## src/rtl/rv32im_div_unit.sv

```systemverilog
// rv32im_div_unit: iterative radix-2 restoring divider for DIV/DIVU/REM/REMU.
// Optional RV32IM_DIV_FAST_PATH_EN returns at once when |divisor| > |dividend|.
module rv32im_div_unit #(
  parameter int XLEN  = 32,
  parameter int CNT_W = 6
) (
  input  logic            clk_i,
  input  logic            rst_i,
  input  logic            div_valid_i,
  output logic            div_ready_o,
  input  logic [1:0]      div_op_i,
  input  logic [XLEN-1:0] div_operand_1_i,
  input  logic [XLEN-1:0] div_operand_2_i,
  input  logic            div_kill_i,
  output logic            div_result_valid_o,
  input  logic            div_result_ready_i,
  output logic [XLEN-1:0] div_result_o,
  output logic            div_busy_o
);
  typedef enum logic [1:0] {IDLE, CALC, DONE} state_t;
  localparam logic [XLEN-1:0] MIN = {1'b1, {(XLEN-1){1'b0}}};
  state_t            state_q, state_d;
  logic              rem_sel_q, rem_sel_d, qneg_q, qneg_d, rneg_q, rneg_d;
  logic [XLEN-1:0]   rem_q, rem_d, quo_q, quo_d, dvs_q, dvs_d, result_q, result_d;
  logic [CNT_W-1:0]  cnt_q, cnt_d;
  logic              sgn, a_neg, b_neg, div0, ovf, fast, accept, ge;
  logic [XLEN-1:0]   abs_a, abs_b, new_rem, new_quo;
  logic [XLEN:0]     shifted;
  assign div_ready_o        = state_q == IDLE;
  assign div_result_valid_o = state_q == DONE;
  assign div_busy_o         = state_q != IDLE;
  assign div_result_o       = result_q;
  always_comb begin
    sgn     = ~div_op_i[0];
    a_neg   = sgn & div_operand_1_i[XLEN-1];
    b_neg   = sgn & div_operand_2_i[XLEN-1];
    abs_a   = a_neg ? -div_operand_1_i : div_operand_1_i;
    abs_b   = b_neg ? -div_operand_2_i : div_operand_2_i;
    div0    = div_operand_2_i == '0;
    ovf     = sgn & (div_operand_1_i == MIN) & (&div_operand_2_i);
`ifdef RV32IM_DIV_FAST_PATH_EN
    fast    = !div0 && (abs_b > abs_a);
`else
    fast    = 1'b0;
`endif
    accept  = div_valid_i & div_ready_o & ~div_kill_i;
    // rem < divisor always holds, so the shifted value is below 2*divisor and the difference fits XLEN bits
    shifted = {rem_q, quo_q[XLEN-1]};
    ge      = shifted >= {1'b0, dvs_q};
    new_rem = ge ? shifted[XLEN-1:0] - dvs_q : shifted[XLEN-1:0];
    new_quo = {quo_q[XLEN-2:0], ge};
    state_d   = state_q;
    rem_sel_d = rem_sel_q;
    qneg_d    = qneg_q;
    rneg_d    = rneg_q;
    rem_d     = rem_q;
    quo_d     = quo_q;
    dvs_d     = dvs_q;
    cnt_d     = cnt_q;
    result_d  = result_q;
    unique case (state_q)
      IDLE: if (accept) begin
        rem_sel_d = div_op_i[1];
        qneg_d    = (div_op_i == 2'b00) & (a_neg ^ b_neg);
        rneg_d    = (div_op_i == 2'b10) & a_neg;
        dvs_d     = abs_b;
        rem_d     = '0;
        quo_d     = abs_a;
        cnt_d     = CNT_W'(XLEN-1);
        state_d   = (div0 | ovf | fast) ? DONE : CALC;
        result_d  = div0 ? (div_op_i[1] ? div_operand_1_i : '1) :
                    ovf  ? (div_op_i[1] ? '0 : MIN) :
                           (div_op_i[1] ? div_operand_1_i : '0);
      end
      CALC: begin
        rem_d = new_rem;
        quo_d = new_quo;
        cnt_d = cnt_q - 1'b1;
        if (cnt_q == '0) begin
          state_d  = DONE;
          result_d = rem_sel_q ? (rneg_q ? -new_rem : new_rem) : (qneg_q ? -new_quo : new_quo);
        end
      end
      DONE: state_d = div_result_ready_i ? IDLE : DONE;
      default: state_d = IDLE;
    endcase
    if (div_kill_i && state_q != IDLE) state_d = IDLE;
  end
  always_ff @(posedge clk_i or posedge rst_i) begin
    if (rst_i) begin
      state_q   <= IDLE;
      rem_sel_q <= 1'b0;
      qneg_q    <= 1'b0;
      rneg_q    <= 1'b0;
      rem_q     <= '0;
      quo_q     <= '0;
      dvs_q     <= '0;
      cnt_q     <= '0;
      result_q  <= '0;
    end else begin
      state_q   <= state_d;
      rem_sel_q <= rem_sel_d;
      qneg_q    <= qneg_d;
      rneg_q    <= rneg_d;
      rem_q     <= rem_d;
      quo_q     <= quo_d;
      dvs_q     <= dvs_d;
      cnt_q     <= cnt_d;
      result_q  <= result_d;
    end
  end
endmodule

```

## config.mk

```make
export PLATFORM = sky130hd
export DESIGN_NAME = rv32im_div_unit
export DESIGN_NICKNAME = d
export VERILOG_FILES = /design/src/rtl/rv32im_div_unit.sv
export SDC_FILE = /design/constraint.sdc
export NUM_CORES = 1
export LEC_CHECK = 0
export ABC_AREA = 0
export CAP_MARGIN = 20
export CORE_ASPECT_RATIO = 1.5
export CORE_MARGIN = 2
export CORE_UTILIZATION = 55
export DETAILED_ROUTE_END_ITERATION = 8
export GPL_TIMING_DRIVEN = 1
export PLACE_DENSITY = 0.77
export SETUP_SLACK_MARGIN = 0.5
export SYNTH_ARGS = -nofsm -noshare
export SYNTH_HDL_FRONTEND = slang
export SYNTH_SLANG_ARGS = --single-unit
```

## constraint.sdc

```tcl
create_clock -name clk_i -period 7.47 [get_ports clk_i]
set_input_delay 1.494 -clock clk_i [delete_from_list [all_inputs] [get_ports clk_i]]
set_output_delay 1.494 -clock clk_i [all_outputs]
set_load 0.005 [all_outputs]
```

==> summary.md <==
| Metric | Value |
|---|---|
| Status | `finished, final reports clean` |
| Crit Path Max Fanout | `10` |
| Worst Max-Slew Pin Slew | `1.10 ns` |
| Routed WL | `36.7 mm` |
| Largest net degree at the start of global routing | `94` |
| Final worst-path cycle share | `0.753` |
| First drt pass iteration count | `6` |
| GR Overflow Total | `0` |
| Max cap viols | `0` |
| CP Launch Type | `flop` |
| First-pass GRT wire length | `58.7 mm` |
| Worst-case clock buffer depth | `2` |
| Slew HR | `0.264` |
| Ys async rst share | `1.00` |
| Final Max Tran Viols | `0` |
| H-tree Lvls | `4` |
| Most frequent cells in the layout | `o21ai_0 (187), nand2_1 (146), dfrtp_1 (138)` |
| Synth Area per Inst | `7.87 sq um` |
| Core ar. | `20500 sq um` |
| Rows | `64` |
| Multi-input logic area | `7480 sq um` |
| CP Data Required Time | `7.80 ns` |
| Routability Congestion | `0.994` |
| DRT antenna net count | `0` |
| Initial antenna violation count | `0` |
| Wire length per cell | `20.5 um` |
| PD cells | `468 nW/um^2` |
| Crit Path Category | `flop to flop` |
| Fillers | `1847` |
| Setup TNS | `0 ns` |
| Main synth FF type | `dfrtp_1` |
| Vias in the first global route | `11.1k` |
| Clk root buf | `clkbuf_16` |
| Register area share after synthesis | `0.302` |
| CP most frequent cell | `or3_1` |
| Via count | `11.4k` |
| Worst hold endpoint | `dvs_q[3]$_DFFE_PP0P_` |
| Final Hold Vio Count | `0` |
| I/O pin count | `106` |
| Post-CTS Setup Inserts | `0` |
| Final setup fails | `0` |
| CP arrival | `5.95 ns` |
| Min Tclk post-route | `5.62 ns` |
| Most common cell after layout, fill and taps aside | `o21ai_0` |
| CTS Sinks | `139` |
| Peak supply drop | `243 uV` |
| DPL Wire Length | `27.1 mm` |
| CTS Buf Count | `17` |
| Worst hold path type | `flop to flop` |
| Post-CTS Resized | `0` |
| Worst reg2reg path depth | `18` |
| CP peak stage delay | `0.46 ns` |
| Final net count | `1624` |
| Share of cells above drive strength 1 | `0.0498` |
| Hold Startpoint | `dvs_q[3]$_DFFE_PP0P_` |
| Reg-to-Reg Start | `rem_q[5]$_DFFE_PP0P_` |
| CP max stage cell | `dfrtp_1` |
| DIE WIDTH | `122 um` |
| DRC viols | `0` |
| Clock skew | `0.00794 ns` |
| Hold Path Stages | `2` |
| Worst-path clk slew | `0.06 ns` |
| Number of instances in the placed design | `1758` |
| CTS Hold Bufs | `0` |
| Sequential cell area | `3480 sq um` |
| Peak Freq | `178 MHz` |
| Total track usage | `0.337` |
| Worst reg2reg path endpoint | `div_result_o[30]$_DFFE_PP0P_` |
| DR vias/cell | `6.38` |
| Synthesis-stage register bit count | `139` |
| IO Port Bufs | `105` |
| Layout area overhead | `15.2%` |
| 1st-iter DRT viols | `957` |
| CP Launch Point | `rem_q[5]$_DFFE_PP0P_` |
| Post-Syn Area | `11500 sq um` |
| Crit end category | `flop` |
| YS warnings | `0` |
| TritonCTS clock tree | `yes` |
| FF-to-FF setup slack | `1.85 ns` |
| Die area | `22200 sq um` |
| Leakage | `5.28 nW` |
| Worst path cell trace | `ha_1 > a21oi_1 > o21ai_0 > o2bb2ai_1 > o31ai_4 > nand3_4 > mux2i_1 > ha_1 > nand2_1 > or3_1 > or4_1 > nor4_1 > a41oi_1 > or3_1 > or3_1 > o31ai_1 > xor2_1 > o21a_1` |
| Die Span Y | `181 um` |
| Syn_nets | `1577` |
| Syn Inst Count | `1466` |
| Layout Cells excl Fill | `1791` |
| Initial Util | `0.563` |
| Post-synthesis cell type count | `74` |
| Latest clock arrival within the worst-skew pair | `0.44 ns` |
| RSZ-0062 raised after global routing | `no` |
| Post-synth EDFFs | `0` |
layer usage:
layer / track usage / share of wire / vias to the layer above
met1: 0.412 / 0.39 / 5460
met4: 0.206 / 0.066 / 0
li1: - / - / 5439
met3: 0.0499 / 0.056 / 95
met5: 0 / 0 / -
met2: 0.552 / 0.49 / 439
cell type report:
class                   instances  area share
diodes                          1    0.000188
clock buffers                  21      0.0347
clock inverters                11      0.0108
inverters                      61      0.0178
multi-input cells            1175       0.563
flip-flops and latches        139       0.262
well taps                     264      0.0249
repair buffers                119      0.0870
power by group:
| part | total, mW | switching, mW | internal, mW |
|---|---|---|---|
| combinational | 3.96 | 2.45 | 1.51 |
| clock | 0.893 | 0.352 | 0.541 |
| sequential | 1.36 | 0.334 | 1.03 |
worst max-delay path by stage:
stage,slack (ns),endpoint,depth (start not counted)
floorplan,1.64,div_result_o[26]$_DFFE_PP0P_,26
global placement,2.07,div_result_o[26]$_DFFE_PP0P_,18
detailed placement,2.00,div_result_o[26]$_DFFE_PP0P_,18
CTS,1.93,div_result_o[30]$_DFFE_PP0P_,18
global route,1.42,div_result_o[30]$_DFFE_PP0P_,18
finish,1.85,div_result_o[30]$_DFFE_PP0P_,18
per-stage QoR:
stage / utilization / worst slack, ns / cell area, sq um / total power [mW] / hold slack [ns]
after floorplan: - / 1.64 / 11500 / 4.07 / 0.450
after global placement: 0.618 / 2.07 / 12700 / 5.17 / 0.464
after detailed placement: 0.618 / 2.00 / 12700 / 5.20 / 0.470
after CTS: 0.648 / 1.93 / 13300 / 6.13 / 0.484
after global routing: 0.648 / 1.42 / 13300 / 6.63 / 0.501
final: 0.648 / 1.85 / 13300 / 6.21 / 0.475
synth_stat cells (all sizes together) (17+ instances only):
cell    number  area (sq um)
o21ai      191           956
nand2      146           548
dfrtp      139          3480
nor2       103           387
a21oi       94           470
clkbuf      71           268
xor2        71           622
xnor2       68           596
inv         61           231
nand3       54           283
ha          39           488
nor3        35           185
a22oi       34           255
o31ai       31           246
mux2i       30           300
nand4       23           144
nand2b      21           131
buf         20          96.3
or3         20           125
a31oi       17           113
state kept, by name, indices dropped and copies added, names as in the netlist:
register and cells:
dvs_q 32, rem_q 32, quo_q 32, rem_sel_q 1, div_result_o 32, cnt_q 6
rneg_q 1, state_q 2, qneg_q 1
cell families after synthesis:
kind of cell,after synthesis,synth area share
AND/OR/NAND/NOR,483,0.205
AO/OA/AOI/OAI,480,0.263
buffers and inverters,152,0.0516
XOR/XNOR,139,0.106
flip-flops,139,0.302
adder cells (fa/ha/maj),40,0.0440
multiplexers,33,0.0290
worst max-delay path: cells and delay by family (launching register included):
family / cells / cell delay (ns)
adders and majority gates: 2 / 0.63
muxes: 1 / 0.32
xor gates and xnor gates: 1 / 0.14
AOI/OAI and AO/OA: 7 / 1.85
and+or+nand+nor: 7 / 2.11
DFF: 1 / 0.46
Note: power is estimated with default switching activity, not from simulation.
